**src/rtl/zxw_disp_scan_v.sv**
```systemverilog
// rtl/zxw_disp_scan_v.sv - two-digit multiplexed 7-segment scanner for the CPU display registers
module zxw_disp_scan_v #(
  parameter int PRESCALE   = 50000,
  parameter int GAP        = 4,
  parameter int ACTIVE_LOW = 1,
  parameter int BLANK_LZ   = 0
) (
  input  logic       Clock,
  input  logic       Reset,
  input  logic [3:0] DHR_in,
  input  logic [3:0] DLR_in,
  input  logic       En,
  output logic [6:0] Seg_out,
  output logic [1:0] Dig_out,
  output logic       Frame_tick
);

  localparam int   MAXV    = (PRESCALE > GAP) ? PRESCALE : GAP;
  localparam int   CW      = $clog2(MAXV);
  localparam logic AL      = (ACTIVE_LOW != 0);
  localparam logic BLZ     = (BLANK_LZ != 0);
  localparam logic [6:0] SEG_OFF = {7{AL}};
  localparam logic [1:0] DIG_OFF = {2{AL}};

  typedef enum logic [2:0] {
    IDLE  = 3'd0,
    DIG_H = 3'd1,
    GAP_H = 3'd2,
    DIG_L = 3'd3,
    GAP_L = 3'd4
  } state_t;

  state_t        state_q, state_d;
  logic [CW-1:0] cnt_q, cnt_d;
  logic [3:0]    sh_h_q, sh_h_d;
  logic [3:0]    sh_l_q, sh_l_d;
  logic [6:0]    seg_q, seg_d;
  logic [1:0]    dig_q, dig_d;
  logic          tick_q, tick_d;
  logic [6:0]    seg_ah;
  logic [1:0]    dig_ah;

  // Hex to active-high {g,f,e,d,c,b,a}
  function automatic logic [6:0] hex_decode(input logic [3:0] n);
    case (n)
      4'h0: hex_decode = 7'h3F;
      4'h1: hex_decode = 7'h06;
      4'h2: hex_decode = 7'h5B;
      4'h3: hex_decode = 7'h4F;
      4'h4: hex_decode = 7'h66;
      4'h5: hex_decode = 7'h6D;
      4'h6: hex_decode = 7'h7D;
      4'h7: hex_decode = 7'h07;
      4'h8: hex_decode = 7'h7F;
      4'h9: hex_decode = 7'h6F;
      4'hA: hex_decode = 7'h77;
      4'hB: hex_decode = 7'h7C;
      4'hC: hex_decode = 7'h39;
      4'hD: hex_decode = 7'h5E;
      4'hE: hex_decode = 7'h79;
      default: hex_decode = 7'h71;
    endcase
  endfunction

  // Next state, slot counter, snapshot, and outputs for the state being entered
  always_comb begin
    state_d = state_q;
    cnt_d   = cnt_q + CW'(1);
    sh_h_d  = sh_h_q;
    sh_l_d  = sh_l_q;
    tick_d  = 1'b0;
    seg_ah  = 7'h00;
    dig_ah  = 2'b00;
    if (!En) begin
      state_d = IDLE;
      cnt_d   = '0;
    end else begin
      case (state_q)
        IDLE: begin
          state_d = DIG_H;
          cnt_d   = '0;
        end
        DIG_H: if (cnt_q == CW'(PRESCALE - 1)) begin
          state_d = GAP_H;
          cnt_d   = '0;
        end
        GAP_H: if (cnt_q == CW'(GAP - 1)) begin
          state_d = DIG_L;
          cnt_d   = '0;
        end
        DIG_L: if (cnt_q == CW'(PRESCALE - 1)) begin
          state_d = GAP_L;
          cnt_d   = '0;
        end
        GAP_L: if (cnt_q == CW'(GAP - 1)) begin
          state_d = DIG_H;
          cnt_d   = '0;
        end
        default: begin
          state_d = IDLE;
          cnt_d   = '0;
        end
      endcase
      // Both digits of a frame come from one capture taken at frame start
      if (state_d == DIG_H && state_q != DIG_H) begin
        sh_h_d = DHR_in;
        sh_l_d = DLR_in;
        tick_d = 1'b1;
      end
    end
    case (state_d)
      DIG_H: if (!(BLZ && sh_h_d == 4'd0)) begin
        seg_ah = hex_decode(sh_h_d);
        dig_ah = 2'b10;
      end
      DIG_L: begin
        seg_ah = hex_decode(sh_l_d);
        dig_ah = 2'b01;
      end
      default: begin
        seg_ah = 7'h00;
        dig_ah = 2'b00;
      end
    endcase
    seg_d = seg_ah ^ SEG_OFF;
    dig_d = dig_ah ^ DIG_OFF;
  end

  // State and registered outputs; reset wins over enable
  always_ff @(posedge Clock) begin
    if (Reset) begin
      state_q <= IDLE;
      cnt_q   <= '0;
      sh_h_q  <= 4'd0;
      sh_l_q  <= 4'd0;
      seg_q   <= SEG_OFF;
      dig_q   <= DIG_OFF;
      tick_q  <= 1'b0;
    end else begin
      state_q <= state_d;
      cnt_q   <= cnt_d;
      sh_h_q  <= sh_h_d;
      sh_l_q  <= sh_l_d;
      seg_q   <= seg_d;
      dig_q   <= dig_d;
      tick_q  <= tick_d;
    end
  end

  assign Seg_out    = seg_q;
  assign Dig_out    = dig_q;
  assign Frame_tick = tick_q;

endmodule
```
**config.mk**
```make
export PLATFORM = sky130hd
export DESIGN_NAME = zxw_disp_scan_v
export DESIGN_NICKNAME = d
export VERILOG_FILES = /design/src/rtl/zxw_disp_scan_v.sv
export SDC_FILE = /design/constraint.sdc
export NUM_CORES = 1
export LEC_CHECK = 0
export ABC_CLOCK_PERIOD_IN_PS = 3900
export CORE_MARGIN = 2
export CORE_UTILIZATION = 57
export CTS_CLUSTER_DIAMETER = 50
export DETAILED_ROUTE_END_ITERATION = 10
export PLACE_DENSITY = 0.83
export SLEW_MARGIN = 20
export SYNTH_ARGS = -nofsm -noshare
export SYNTH_HDL_FRONTEND = slang
export SYNTH_SLANG_ARGS = --single-unit
```
**constraint.sdc**
```tcl
create_clock -name Clock -period 3.9 [get_ports Clock]
set_input_delay 0.78 -clock Clock [delete_from_list [all_inputs] [get_ports Clock]]
set_output_delay 0.78 -clock Clock [all_outputs]
set_load 0.02 [all_outputs]
```
==> impl_metrics.yaml <==
placement:
  placed_cells: 322
  port_buffers: 20
  finalWeightedCongestion: 0.882
  dpl.hpwl_um: 3690
detailed_routing:
  drt-pass1-iter-count: 4
  drt_iter0_drc: 144
  wl_met3_um: 228
  dr.max_layer_used: "met4"
  wl_met1_um: 2300
  wirelength_um: 5020
  vias_per_cell: 5.94
  vias: 1959
  met2_wirelength_um: 2420
  drtAntennaViolNets: 0
  drc: 0
  wire_per_inst_um: 15.2
synth:
  synth_area_leaders: "dfxtp_1, mux2i_1, ha_1"
  synth_xor_area_share_pct: 6.20
  yosysTopAreaCell: "dfxtp_1"
  ys_ff_latch: 37
  async_flop_share_pct: 0
  synth_ff_type: "dfxtp_1"
  synth-simple-area-share_pct: 25.2
  synthMuxAreaShare_pct: 9.30
  yosysMostFrequentCell: "dfxtp_1"
  synth_cell_types: 62
  synth_top_family_by_area: "simple AND/OR/NAND/NOR gates"
  synth_edf_count: 0
  syn_nets: 282
  syn_inst: 260
  ys_warn_count: 0
  yosysSeqAreaShare_pct: 32.8
  synth_common_cells: "dfxtp_1, nor2_1, nand2_1, nand3_1, mux2i_1"
  synth_compound_area_share_pct: 17.3
  synth_top_area_share_pct: 32.8
  synthAdderAreaFrac_pct: 6.09
  netlist_area_sq_um: 2260
  syn_area_per_cell_sq_um: 8.70
cts:
  holdBufCountCts: 0
  htreeDepth: 2
  cts_resized: 0
  cts_buffer_depth: 2
  cts_tree: "built"
  numCtsBuffers: 5
  root_buffer: "clkbuf_8"
  clock_sinks: 37
  postCtsSetupBuffers: 0
  cts.clk_slew.worst_paths_ns: 0.08
  clk_latency_ns: 0.29
worst_setup_path:
  start_kind: "register"
  critPathKind: "register to register"
  crit_path_end_kind: "register"
  path_max_fanout: 26
  cp.arrival_ns: 3.64
  rr_worst_depth: 9
  required_ns: 4.11
pwr:
  power_switching_uw: 243
  p_sw_share_pct: 25.3
  vdd_ir_drop_max_uv: 252
  pwr-share-seq_pct: 41.8
  internal_power_uw: 717
  power_density_nw_per_um2: 365
  leakage_uw: 0.00102
  power.share.clock_pct: 41.3
  comb_power_share_pct: 16.9
worst_hold_path:
  whs_path_depth: 1
  hold_class: "register to register"
floorplan:
  rows: 22
  num_io_pins: 21
  initial_utilization_pct: 60.4
  fp.dieH_um: 67.0
  core-area_sq_um: 3740
  dieArea_sq_um: 4490
  die_width_um: 67.0
finish:
  finalNetCount: 303
  antennaDiodeCount: 0
  fillers: 317
  finalCoreUtilization_pct: 70.2
  syn2layout_area_growth_pct: 16.3
  finalNonFillerCells: 330
  post_route_cells_drive_above_1_share_pct: 7.45
run:
  maxCapViolCount: 0
timing:
  rsz0062_at_grt: "false"
  finalClockSkew_ns: 0.00758
  maxSlewViolCount: 0
  period_share_pct: 88.1
  period_needed_ns: 3.44
  setup_tns_ns: 0
  finalHoldViolations: 0
  setup_viol: 0
  slew_headroom_pct: 58.0
  fmax_mhz: 291
  worstMarginPinSlew_ns: 0.630
status:
  status: "complete, no violations"
grt:
  track_usage_pct: 24.5
  antenna_found_initial: 0
  grt-ovfl-total: 0
  grt_max_degree: 27
  first_global_vias: 1842
  grt_pass1_wl_um: 8340
-- state kept, by name, indices dropped and copies added, names as in the netlist --
register / count
sh_l_q: 4
state_q: 3
sh_h_q: 4
cnt_q: 16
Seg_out: 7
Frame_tick: 1
Dig_out: 2
-- kinds of logic after synthesis --
kind of cell | Yosys count
multiplexers | 19
flip-flops | 37
buffers and inverters | 18
AND/OR/NAND/NOR | 109
XOR/XNOR | 16
adder cells (fa/ha/maj) | 11
AO/OA/AOI/OAI | 50
-- final timing paths --
kind | from | end | slack [ns]
worst max-delay path | cnt_q[0]$_SDFF_PP0_ | Seg_out[3]$_SDFF_PP1_ | 0.46
worst min-delay path | cnt_q[0]$_SDFF_PP0_ | cnt_q[0]$_SDFF_PP0_ | 0.44
worst max register to register | cnt_q[0]$_SDFF_PP0_ | Seg_out[3]$_SDFF_PP1_ | 0.46
worst min register to register | cnt_q[0]$_SDFF_PP0_ | cnt_q[0]$_SDFF_PP0_ | 0.44
-- stage by stage --
stage	power, uW	hold slack [ns]	worst slack [ns]	area (sq um)
floorplan	515	0.413	0.819	2260
global placement	565	0.422	0.654	2490
detailed placement	568	0.435	0.508	2490
CTS	965	0.446	0.491	2630
global route	999	0.472	0.177	2630
finish	960	0.444	0.464	2630
-- layout by cell type (no fill, tap or decap), types with 4 or more instances in the layout --
cell type	count
nor2_1	31
xnor2_1	8
mux2i_1	14
nand3_1	17
and3_1	7
clkdlybuf4s50_1	20
a21oi_1	9
nor3_1	4
nand2_1	17
inv_1	12
xor2_1	8
nand2b_1	9
ha_1	11
clkbuf_8	5
dfxtp_1	37
o21ai_0	5
-- final cells by class --
class | count | area, sq um | share of cell area, %
timing repair buffer | 20 | 200 | 7.62
clock inverter | 3 | 65.1 | 2.48
inverter | 12 | 45.0 | 1.71
tap | 48 | 60.1 | 2.28
clock buffer | 5 | 68.8 | 2.62
sequential | 37 | 741 | 28.2
multi-input combinational | 205 | 1450 | 55.1
-- power by group through the flow --
stage          sequential, uW  combinational, uW  clock (uW)
3_3_place_gp              410                156           0
4_1_cts                   401                160         404
6_report                  401                162         396
5_1_grt                   403                176         420
3_5_place_dp              410                158           0
2_1_floorplan             415                100           0
-- critical path, stage by stage, from the launching register on --
cell and delay (ns):
dfxtp_1 0.35, ha_1 0.23, or4b_1 0.54, o41ai_4 0.50, nand2_4 0.34, mux2i_1 0.52
ha_1 0.34, a21bo_2 0.20, o211ai_1 0.09, a211oi_1 0.25
-- metal layers --
layer / global-route usage (%) / vias up
met1: 31.9 / 916
met2: 40.1 / 51
met3: 5.07 / 10
met4: 7.91 / 0
li1: - / 982
met5: 0 / -
No activity file was read; power rests on OpenSTA's default activity.
